File: src/rtl/addsub_flag_defs.sv
// Shared flag-vector layout and condition-code encodings for the add/sub flag path.
package addsub_flag_defs;

   localparam int FLAG_W = 5;

   localparam int FLAG_CF = 0;
   localparam int FLAG_OF = 1;
   localparam int FLAG_ZF = 2;
   localparam int FLAG_SF = 3;
   localparam int FLAG_PF = 4;

   localparam logic [3:0] COND_O  = 4'h0;
   localparam logic [3:0] COND_NO = 4'h1;
   localparam logic [3:0] COND_B  = 4'h2;
   localparam logic [3:0] COND_NB = 4'h3;
   localparam logic [3:0] COND_E  = 4'h4;
   localparam logic [3:0] COND_NE = 4'h5;
   localparam logic [3:0] COND_BE = 4'h6;
   localparam logic [3:0] COND_A  = 4'h7;
   localparam logic [3:0] COND_S  = 4'h8;
   localparam logic [3:0] COND_NS = 4'h9;
   localparam logic [3:0] COND_P  = 4'hA;
   localparam logic [3:0] COND_NP = 4'hB;
   localparam logic [3:0] COND_L  = 4'hC;
   localparam logic [3:0] COND_GE = 4'hD;
   localparam logic [3:0] COND_LE = 4'hE;
   localparam logic [3:0] COND_G  = 4'hF;

endpackage

File: src/rtl/flag_cond_eval.sv
// Combinational evaluation of a 4-bit condition code against a {PF,SF,ZF,OF,CF} vector.
module flag_cond_eval
   import addsub_flag_defs::*;
(
   input  logic [3:0]        cond_i,
   input  logic [FLAG_W-1:0] flags_i,
   output logic              true_o
);

   logic cf_s, of_s, zf_s, sf_s, pf_s;

   assign cf_s = flags_i[FLAG_CF];
   assign of_s = flags_i[FLAG_OF];
   assign zf_s = flags_i[FLAG_ZF];
   assign sf_s = flags_i[FLAG_SF];
   assign pf_s = flags_i[FLAG_PF];

   // Condition decode; odd codes are the negation of the preceding even code.
   always_comb begin
      true_o = 1'b0;
      case (cond_i)
         COND_O:  true_o = of_s;
         COND_NO: true_o = ~of_s;
         COND_B:  true_o = cf_s;
         COND_NB: true_o = ~cf_s;
         COND_E:  true_o = zf_s;
         COND_NE: true_o = ~zf_s;
         COND_BE: true_o = cf_s | zf_s;
         COND_A:  true_o = ~(cf_s | zf_s);
         COND_S:  true_o = sf_s;
         COND_NS: true_o = ~sf_s;
         COND_P:  true_o = pf_s;
         COND_NP: true_o = ~pf_s;
         COND_L:  true_o = sf_s ^ of_s;
         COND_GE: true_o = ~(sf_s ^ of_s);
         COND_LE: true_o = zf_s | (sf_s ^ of_s);
         COND_G:  true_o = ~(zf_s | (sf_s ^ of_s));
         default: true_o = 1'b0;
      endcase
   end

endmodule

File: src/rtl/addsub_flag_stage.sv
// Output stage of the add/sub flag adder: flag register, condition evaluation, 2-entry skid.
// Optional saturating overflow counter enabled by defining ADDSUB_OVF_COUNT_EN.
module addsub_flag_stage
   import addsub_flag_defs::*;
#(
   parameter int WIDTH = 32,
   parameter int CNT_W = 8
)(
   input  logic              clk,
   input  logic              rst,
   input  logic              in_valid,
   output logic              in_ready,
   input  logic [WIDTH-1:0]  in_s,
   input  logic              in_cf,
   input  logic              in_of,
   input  logic              in_zf,
   input  logic              in_sf,
   input  logic              in_pf,
   input  logic              in_flag_we,
   input  logic [3:0]        in_cond,
   output logic              out_valid,
   input  logic              out_ready,
   output logic [WIDTH-1:0]  out_s,
   output logic [FLAG_W-1:0] out_flags,
   output logic              out_cond_true
`ifdef ADDSUB_OVF_COUNT_EN
   , input  logic             ovf_clr
   , output logic [CNT_W-1:0] ovf_count
`endif
);

   logic [FLAG_W-1:0] flag_q, flag_d;
   logic              in_ready_q, in_ready_d;
   logic              out_valid_q, out_valid_d;
   logic [WIDTH-1:0]  out_s_q, out_s_d;
   logic [FLAG_W-1:0] out_flags_q, out_flags_d;
   logic              out_cond_q, out_cond_d;
   logic              skid_valid_q, skid_valid_d;
   logic [WIDTH-1:0]  skid_s_q, skid_s_d;
   logic [FLAG_W-1:0] skid_flags_q, skid_flags_d;
   logic              skid_cond_q, skid_cond_d;

   logic              accept_s;
   logic [FLAG_W-1:0] new_flags_s;
   logic              new_cond_s;

   assign accept_s    = in_valid & in_ready_q;
   assign new_flags_s = in_flag_we ? {in_pf, in_sf, in_zf, in_of, in_cf} : flag_q;

   flag_cond_eval u_cond (
      .cond_i  (in_cond),
      .flags_i (new_flags_s),
      .true_o  (new_cond_s)
   );

   // Next state for the flag register, output register and skid entry.
   always_comb begin
      flag_d       = flag_q;
      out_valid_d  = out_valid_q;
      out_s_d      = out_s_q;
      out_flags_d  = out_flags_q;
      out_cond_d   = out_cond_q;
      skid_valid_d = skid_valid_q;
      skid_s_d     = skid_s_q;
      skid_flags_d = skid_flags_q;
      skid_cond_d  = skid_cond_q;

      if (accept_s) begin
         flag_d = new_flags_s;
      end else begin
         flag_d = flag_q;
      end

      // in_ready is low whenever the skid is full, so a skid drain never races an accept.
      if (!out_valid_q || out_ready) begin
         if (skid_valid_q) begin
            out_valid_d  = 1'b1;
            out_s_d      = skid_s_q;
            out_flags_d  = skid_flags_q;
            out_cond_d   = skid_cond_q;
            skid_valid_d = 1'b0;
         end else if (accept_s) begin
            out_valid_d  = 1'b1;
            out_s_d      = in_s;
            out_flags_d  = new_flags_s;
            out_cond_d   = new_cond_s;
         end else begin
            out_valid_d  = 1'b0;
         end
      end else begin
         if (accept_s) begin
            skid_valid_d = 1'b1;
            skid_s_d     = in_s;
            skid_flags_d = new_flags_s;
            skid_cond_d  = new_cond_s;
         end else begin
            skid_valid_d = skid_valid_q;
         end
      end

      in_ready_d = ~skid_valid_d;
   end

   // Stage state registers; reset discards every in-flight entry.
   always_ff @(posedge clk or posedge rst) begin
      if (rst) begin
         flag_q       <= '0;
         in_ready_q   <= 1'b0;
         out_valid_q  <= 1'b0;
         out_s_q      <= '0;
         out_flags_q  <= '0;
         out_cond_q   <= 1'b0;
         skid_valid_q <= 1'b0;
         skid_s_q     <= '0;
         skid_flags_q <= '0;
         skid_cond_q  <= 1'b0;
      end else begin
         flag_q       <= flag_d;
         in_ready_q   <= in_ready_d;
         out_valid_q  <= out_valid_d;
         out_s_q      <= out_s_d;
         out_flags_q  <= out_flags_d;
         out_cond_q   <= out_cond_d;
         skid_valid_q <= skid_valid_d;
         skid_s_q     <= skid_s_d;
         skid_flags_q <= skid_flags_d;
         skid_cond_q  <= skid_cond_d;
      end
   end

   assign in_ready      = in_ready_q;
   assign out_valid     = out_valid_q;
   assign out_s         = out_s_q;
   assign out_flags     = out_flags_q;
   assign out_cond_true = out_cond_q;

`ifdef ADDSUB_OVF_COUNT_EN
   logic [CNT_W-1:0] ovf_cnt_q, ovf_cnt_d;

   // Saturating count of flag-writing overflow accepts; clear wins over increment.
   always_comb begin
      ovf_cnt_d = ovf_cnt_q;
      if (ovf_clr) begin
         ovf_cnt_d = '0;
      end else if (accept_s && in_flag_we && in_of && (ovf_cnt_q != {CNT_W{1'b1}})) begin
         ovf_cnt_d = ovf_cnt_q + {{(CNT_W-1){1'b0}}, 1'b1};
      end else begin
         ovf_cnt_d = ovf_cnt_q;
      end
   end

   // Overflow counter register.
   always_ff @(posedge clk or posedge rst) begin
      if (rst) begin
         ovf_cnt_q <= '0;
      end else begin
         ovf_cnt_q <= ovf_cnt_d;
      end
   end

   assign ovf_count = ovf_cnt_q;
`endif

endmodule

File: config.mk
export PLATFORM = sky130hd
export DESIGN_NAME = addsub_flag_stage
export DESIGN_NICKNAME = d
export VERILOG_FILES = /design/src/rtl/addsub_flag_defs.sv /design/src/rtl/flag_cond_eval.sv /design/src/rtl/addsub_flag_stage.sv
export SDC_FILE = /design/constraint.sdc
export NUM_CORES = 1
export LEC_CHECK = 0
export CORE_MARGIN = 8
export CORE_UTILIZATION = 54
export CTS_CLUSTER_DIAMETER = 50
export DETAILED_ROUTE_END_ITERATION = 8
export PLACE_DENSITY = 0.91
export SLEW_MARGIN = 15
export SYNTH_ARGS = -nofsm -noshare
export SYNTH_HDL_FRONTEND = slang
export SYNTH_HIERARCHICAL = 1
export SYNTH_SLANG_ARGS = --single-unit
File: constraint.sdc
create_clock -name clk -period 5.1 [get_ports clk]
set_clock_uncertainty 0.1 [all_clocks]
set_input_delay 0.765 -clock clk [delete_from_list [all_inputs] [get_ports clk]]
set_output_delay 0.765 -clock clk [all_outputs]
set_load 0.05 [all_outputs]
==> run metrics, run 1 <==
Starting Density 55.87%; GP Congestion 0.7990; total inserted antenna cells 0; critical path's slowest cell clkdlybuf4s50_1; Core Region 6794 sq um; Yosys cell types 35; Detailed Route WL 8.678 mm; root buf cell clkbuf_8; router iterations before antenna repair 4; Worst setup EP type flip-flop; gr ovfl total 0; Synth Warn # 6; total global-route track usage 18.06%; Layout Utilization 71.80%; Final Hold Vio Count 0; Sum Neg Setup Slack 0 ns; via count 2698; Starting DRT DRC Count 87; die height 99.85 um; vias per cell 5.484; Critical Path RT 5.27 ns; Clock Sinks 84; Max-Cap Viols 0; VDD IR-drop max 0.0002114 V; pre-CTS setup slack 1.870 ns; I/O Pins 86; Final Max Tran Viols 0; Cell Pwr Density 485.6 nW/um^2; CP bufs+invs 2; setup bufs post-CTS 0; first-pass GRT wire length 14.39 mm; Min-Delay Path Class flip-flop to flip-flop; fmax 342.8 MHz; Setup WS post-layout 2.183 ns; initial antenna violation count 0; RSZ-0062 raised after global routing false; row cnt 30; Yosys reg bits 84; clk_lat worst skew 0.35 ns; register area share after synthesis 55.37%; design area 4878 sq um; status finished, final reports clean; Mapped Cells 316; final setup fails 0; LEAKAGE 2.001 nW; post-CTS sizing 0; vias in the first global route 2877; Die X 99.85 um; Area Growth Syn to Fin 28.51%; fin crit share 57.20%; TritonCTS clock tree done; Cell Area, Placed 4654 sq um; DR WL/cell 17.64 um; most frequent CP cell mux2i_1; post-route ant nets 0; CTS Hold Bufs 0; CP Class input port to flip-flop; CTS Buf Count 9; CP max FO 5; largest net degree at the start of global routing 57; DIE AREA 9969 sq um; fillcell total 509; Critical Path AT 3.09 ns; I/O Buffers 85; min Tclk post-route 2.917 ns; Syn Nets 362; Slew headroom 19.47%; CP Cell Sequence clkdlybuf4s50_1, mux2i_1, inv_1, xnor2_1, mux2_4, a211o_1, nand3_1, mux2i_1, o21ai_1; CP startpoint kind input port; Largest delay share family, worst path buffers and inverters; Mapped Avg Cell Area 12.01 sq um; worst-margin pin slew 1.208 ns; synthesized area 3796 sq um; Longest Clk Path Bufs 2; Nets 437; fraction of layout cells with a size suffix above 1 17.17%; Worst path max stage delay 0.63 ns; H-tree Lvls 3; Clock transition at path regs 0.08 ns; DRC Markers 0; post-DP HPWL 5.938 mm
per-stage QoR:
step,total power [mW],hold slack [ns],std cells
after detailed placement,1.856,0.3746,476
after CTS,2.385,0.3924,492
after floorplan,1.548,0.3496,316
after global routing,2.480,0.4187,492
after global placement,1.820,0.3612,476
final,2.369,0.3915,492
path summary, 6_finish.rpt:
kind / startpoint / to / slack, ns / cells after the start
setup / recovery: in_flag_we / out_cond_true / 2.18 / 9
hold reg to reg: skid_flags_q[1] / skid_flags_q[1] / 0.39 / 2
hold / removal: skid_flags_q[1] / skid_flags_q[1] / 0.39 / 2
setup reg to reg: skid_valid_q / out_s[19] / 2.54 / 4
min in group asynchronous: rst / out_s[25] / 0.81 / 2
max in group asynchronous: rst / skid_valid_q / 3.16 / 3
worst register-to-register path, stage by stage, from the launching register on:
cell and delay [ns]:
dfrtp_2 0.84, a21oi_2 0.31, or2_1 0.69, buf_4 0.36, o21ai_0 0.14
per-layer routing:
layer | vias to the layer above | share of wire (%) | track usage [%]
li1 | 1278 | - | -
met1 | 1342 | 43 | 22.11
met2 | 69 | 50 | 30.17
met3 | 9 | 5.2 | 4.498
met4 | 0 | 1.3 | 6.403
met5 | - | 0 | 0
registers in the layout, indices dropped and copies added, names as in the netlist, 5 cells and up:
| name | count |
|---|---|
| out_s | 32 |
| skid_s_q | 32 |
| flag_q | 5 |
| out_flags | 5 |
| skid_flags_q | 5 |
kinds of logic (layout without fill, tap and decap cells):
family,count (synthesis),in the layout,synth area share [%]
muxes,78,78,21.79
AOI/OAI and AO/OA,94,94,13.88
buffers and inverters,32,112,4.516
DFF,84,84,55.37
xor gates and xnor gates,3,3,0.6923
and+or+nand+nor,25,25,3.758
cell usage after synthesis, drive strengths merged:
| master | count | area share [%] |
|---|---|---|
| o22ai | 1 | 0.16 |
| nand4b | 2 | 0.63 |
| dfrtp | 84 | 55 |
| or2 | 2 | 0.33 |
| and2 | 1 | 0.16 |
| xnor2 | 3 | 0.69 |
| nand2 | 7 | 0.69 |
| a211oi | 1 | 0.20 |
| and2b | 1 | 0.26 |
| clkbuf | 12 | 1.3 |
| mux2i | 44 | 12 |
| mux2 | 34 | 10 |
| nand3b | 1 | 0.20 |
| a21oi | 7 | 1.0 |
| inv | 7 | 0.69 |
| nand3 | 3 | 0.40 |
| nand2b | 1 | 0.16 |
| or4 | 1 | 0.20 |
| buf | 13 | 2.6 |
| a211o | 1 | 0.23 |
| o21ai | 82 | 12 |
| nor2 | 5 | 0.49 |
| and3b | 1 | 0.23 |
| a2111oi | 2 | 0.46 |
final cells by class:
type | count | area [sq um] | share of cell area [%]
clock buffer | 10 | 137.6 | 2.821
inverter | 7 | 27.53 | 0.5642
multi-input combinational | 200 | 1523 | 31.21
clock inverter | 6 | 86.33 | 1.770
tap | 96 | 120.1 | 2.462
sequential | 84 | 2103 | 43.11
timing repair buffer | 89 | 880.8 | 18.06
report_power, final:
part           switching, mW  internal, mW
combinational          0.534         0.336
clock                  0.243         0.289
sequential             0.117         0.851
placed cells by master (no fill, tap or decap), types with 3 or more instances in the layout:
cell	synthesis	routed
nand2_1	7	7
mux2_2	31	31
clkdlybuf4s50_1	0	85
mux2i_1	44	44
o21ai_1	14	14
buf_4	4	4
xnor2_1	3	3
a21oi_1	6	6
o21ai_0	58	58
dfrtp_1	84	83
nor2_1	5	5
clkinv_2	0	3
nand3_1	3	3
clkbuf_8	0	10
o21ai_2	10	10
inv_1	7	6
Power figures use the tool's default switching activity.
==> run 2: changes to the inputs <==
- CORE_UTILIZATION: 54 -> 50
- PLACE_DENSITY: 0.91 -> 0.86
- clock period: 5.1 -> 2.75 ns (I/O delays scaled with it)
==> run metrics, run 2 (synthesis gave the netlist of run 1 again) <==
CTS Hold Bufs 0 (unchanged); post-route ant nets 0 (unchanged); via count 2817 (+4.4%); TritonCTS clock tree done; min Tclk post-route 2.440 ns; root buf cell clkbuf_8; Max-Cap Viols 0 (unchanged); most frequent CP cell mux2i_1; CP Class input port to flip-flop; CP max FO 4 (-1); VDD IR-drop max 0.0004455 V (+110%); Clock Sinks 84 (unchanged); clk_lat worst skew 0.35 ns (about the same); Setup WS post-layout 0.3103 ns (-1.873 ns); row cnt 31 (+3.3%); I/O Buffers 85 (unchanged); Critical Path RT 2.92 ns (-2.35 ns); LEAKAGE 2.007 nW (+0.31%); RSZ-0062 raised after global routing false; Cell Pwr Density 859.6 nW/um^2 (+77%); fmax 409.9 MHz; CP bufs+invs 3 (+1); initial antenna violation count 0 (unchanged); hold slack 0.3183 ns (-0.07318 ns); die height 103.1 um (+3.3%); Largest delay share family, worst path buffers and inverters; vias per cell 5.600 (+2.1%); Cell Area, Placed 4731 sq um (+1.6%); total inserted antenna cells 0 (unchanged); Nets 445 (+1.8%); final setup fails 0 (unchanged); fin crit share 88.71%; fraction of layout cells with a size suffix above 1 18.56% (+1.4 points); Final Max Tran Viols 0 (unchanged); CP startpoint kind input port; GRT busiest layer met2; DR WL/cell 17.89 um (+1.4%); critical path's slowest cell clkdlybuf4s50_1; FF/Latch Area 2103 sq um (unchanged); Starting DRT DRC Count 121 (+39%); Worst setup EP type flip-flop; post-CTS sizing 0 (unchanged); Die X 103.1 um (+3.3%); Min-Delay Path Class input port to async pin; met3 usage 3.646% (-0.85 points); multi-input logic area 1523 sq um (unchanged); Detailed Route WL 8.997 mm (+3.7%); largest net degree at the start of global routing 56 (-1.8%); met1 usage 20.87% (-1.2 points); Longest Clk Path Bufs 2 (unchanged); Layout Utilization 67.28% (-4.5 points); Area Growth Syn to Fin 29.24%; total global-route track usage 17.37% (-0.69 points); setup bufs post-CTS 0 (unchanged); first-pass GRT wire length 14.46 mm (+0.43%); DRC Markers 0 (unchanged); Worst path max stage delay 0.54 ns (-0.09 ns); DIE AREA 10640 sq um (+6.7%); GP Congestion 0.8246 (+3.2%); Starting Density 52.06% (-3.8 points); commonest cells after routing, fill and taps aside clkdlybuf4s50_1, dfrtp_1, o21ai_0; gr ovfl total 0 (unchanged); fin cells 503 (+2.2%); met2 GRT Util 29.98% (-0.19 points); post-DP HPWL 6.472 mm (+9.0%); dpl cells 487 (+2.3%); I/O Pins 86 (unchanged); status finished, final reports clean; vias in the first global route 2987 (+3.8%); CP Cell Sequence clkdlybuf4s50_1, buf_4, mux2i_1, inv_1, xnor2_1, a2111oi_0, o22ai_1, nand3_1, mux2i_1, o21ai_1; worst-margin pin slew 0.5391 ns (-0.6689 ns); Final Hold Vio Count 0 (unchanged); Critical Path AT 2.61 ns (-0.48 ns); Core Region 7292 sq um (+7.3%); pre-CTS setup slack -0.05368 ns (-1.923 ns); Slew headroom 63.95% (+44 points); Clock transition at path regs 0.09 ns (about the same); CTS Buf Count 9 (unchanged); design area 4906 sq um (+0.56%); most common cell after layout, fill and taps aside clkdlybuf4s50_1; H-tree Lvls 3 (unchanged); fillcell total 568 (+12%); router iterations before antenna repair 4 (unchanged)
## run 2: power by group
| group | total [mW] | switching [mW] | internal, mW |
|---|---|---|---|
| Combinational | 1.66 | 1.02 | 0.637 |
| Sequential | 1.77 | 0.188 | 1.58 |
| Clock | 0.793 | 0.459 | 0.335 |
| Total | 4.22 | 1.67 | 2.55 |
## run 2: layer usage
layer,share of wire (%),vias to the layer above
li1,-,1287
met1,43,1427
met2,50,91
met3,5.6,12
met4,1.3,0
met5,0,-
## run 2: path summary, 6_finish.rpt
path	from	to	slack, ns	cells after the start
max in group asynchronous	rst	skid_valid_q	1.56	3
hold reg to reg	skid_flags_q[2]	skid_flags_q[2]	0.39	2
setup reg to reg	flag_q[1]	out_cond_true	0.67	8
hold / removal	rst	flag_q[0]	0.32	2
min in group clk	skid_flags_q[2]	skid_flags_q[2]	0.39	2
setup / recovery	in_flag_we	out_cond_true	0.31	10
## run 2: area by class of cell
class | count | share of cell area [%]
clock buffers | 10 | 2.601
clock inverters | 6 | 0.9691
inverters | 7 | 0.5611
multi-input cells | 200 | 31.04
flip-flops and latches | 84 | 42.87
well taps | 99 | 2.525
repair buffers | 97 | 19.43
## run 2: per-stage QoR
stage,setup TNS [ns],power [mW]
CTS,0,4.246
finish,0,4.217
floorplan,0,2.872
global route,0,4.411
global placement,0,3.395
detailed placement,-0.05368,3.463
==> run 3: changes to the inputs <==
- MAX_ROUTING_LAYER: not set -> met4
==> run metrics, run 3 (synthesis gave the netlist of run 1 again) <==
Setup WS post-layout 0.3715 ns (+0.06115 ns); router iterations before antenna repair 4 (unchanged); Worst setup EP type flip-flop; TritonCTS clock tree done; I/O Pins 86 (unchanged); Final Max Tran Viols 0 (unchanged); Slew headroom 64.30% (+0.34 points); Clock transition at path regs 0.09 ns (about the same); vias in the first global route 2928 (-2.0%); first-pass GRT wire length 14.43 mm (-0.19%); fin crit share 86.49% (-2.2 points); R2R setup slack 0.66 ns (about the same); die height 103.1 um (unchanged); commonest cells after routing, fill and taps aside clkdlybuf4s50_1, dfrtp_1, o21ai_0; pre-CTS setup slack 0.004162 ns (+0.05784 ns); status finished, final reports clean; post-DP HPWL 6.508 mm (+0.54%); RSZ-0062 raised after global routing false; Cell Pwr Density 875.4 nW/um^2 (+1.8%); via count 2777 (-1.4%); DR WL/cell 17.79 um (-0.52%); DRC Markers 0 (unchanged); post-route ant nets 0 (unchanged); Nets 446 (+0.22%); post-CTS sizing 0 (unchanged); vias per cell 5.510 (-1.6%); dpl cells 488 (+0.21%); CP startpoint kind input port; Cell Area, Placed 4738 sq um (+0.16%); clk_lat worst skew 0.35 ns (about the same); Starting DRT DRC Count 93 (-23%); fin cells 504 (+0.20%); Design Power 4.330 mW (+2.7%); Max-Cap Viols 0 (unchanged); CTS Buf Count 9 (unchanged); GP Congestion 0.8395 (+1.8%); fillcell total 564 (-0.70%); fraction of layout cells with a size suffix above 1 19.01% (+0.45 points); final setup fails 0 (unchanged); I/O Buffers 85 (unchanged); RR Startpoint flag_q[1]; largest net degree at the start of global routing 50 (-11%); Final Hold Vio Count 0 (unchanged); CP max FO 6 (+2); Sum Neg Setup Slack 0 ns (unchanged); total global-route track usage 18.30% (+0.93 points); CTS Hold Bufs 0 (unchanged); Core Region 7292 sq um (unchanged); root buf cell clkbuf_8; design area 4946 sq um (+0.82%); hold slack 0.1610 ns (-0.1573 ns); Longest Clk Path Bufs 2 (unchanged); worst-margin pin slew 0.5339 ns (-0.005150 ns); row cnt 31 (unchanged); fmax 420.4 MHz (+2.6%); Clock Sinks 84 (unchanged); LEAKAGE 2.038 nW (+1.6%); VDD IR-drop max 0.0004097 V (-8.0%); DIE AREA 10640 sq um (unchanged); most common cell after layout, fill and taps aside clkdlybuf4s50_1; Layout Utilization 67.83% (+0.55 points); min Tclk post-route 2.378 ns (-0.06115 ns); Critical Path RT 2.93 ns (about the same); Critical Path AT 2.56 ns (-0.05 ns); initial antenna violation count 0 (unchanged); setup bufs post-CTS 0 (unchanged); Detailed Route WL 8.968 mm (-0.32%); Die X 103.1 um (unchanged); Starting Density 52.06% (unchanged); H-tree Lvls 3 (unchanged); gr ovfl total 0 (unchanged); total inserted antenna cells 0 (unchanged); Area Growth Syn to Fin 30.29%; Min-Delay Path Class input port to async pin; Critical path origin in_flag_we; CP Class input port to flip-flop
==> run 3: cell count changes in the layout (fill, tap and decap cells not counted), sizes merged <==
cell / previous run / this run
buf: 12 / 13
bufinv: 0 / 1
clkbuf: 10 / 9
clkinvlp: 4 / 1
clkinv: 1 / 4
==> run 3: worst paths after layout <==
path	end	cells after the start
min in group clk	skid_flags_q[0]	2
hold / removal	skid_flags_q[2]	2
hold reg to reg	skid_flags_q[0]	2
max in group asynchronous	out_s[29]	3
setup / recovery	out_cond_true	9
setup reg to reg	out_cond_true	8
==> run 3: final cells by class <==
class / instances / area (sq um) / area share, %
clock buffers: 9 / 123.9 / 2.504
inverters: 7 / 27.53 / 0.5565
repair buffers: 98 / 960.9 / 19.43
flip-flops and latches: 84 / 2103 / 42.52
multi-input cells: 200 / 1523 / 30.79
well taps: 99 / 123.9 / 2.504
clock inverters: 7 / 83.83 / 1.695
==> run 3: routing by layer <==
metal | global-route usage, % | vias up | wire (um)
li1 | - | 1293 | -
met1 | 20.89 | 1377 | 3731
met2 | 30.67 | 94 | 4435
met3 | 3.714 | 13 | 626
met4 | 7.786 | 0 | 175
met5 | - | - | 0
==> run 3: where the power goes <==
group	switching, mW	leakage, nW	internal [mW]
Sequential	0.191	1.00	1.58
Clock	0.468	0.102	0.433
Combinational	1.02	0.931	0.638
==> run 3: critical path, cell delays in order <==
cell	delay, ns
clkdlybuf4s50_1	0.54
mux2i_1	0.30
inv_1	0.16
xnor2_1	0.23
mux2_4	0.32
a211o_1	0.29
nand3_1	0.10
mux2i_1	0.08
o21ai_1	0.12
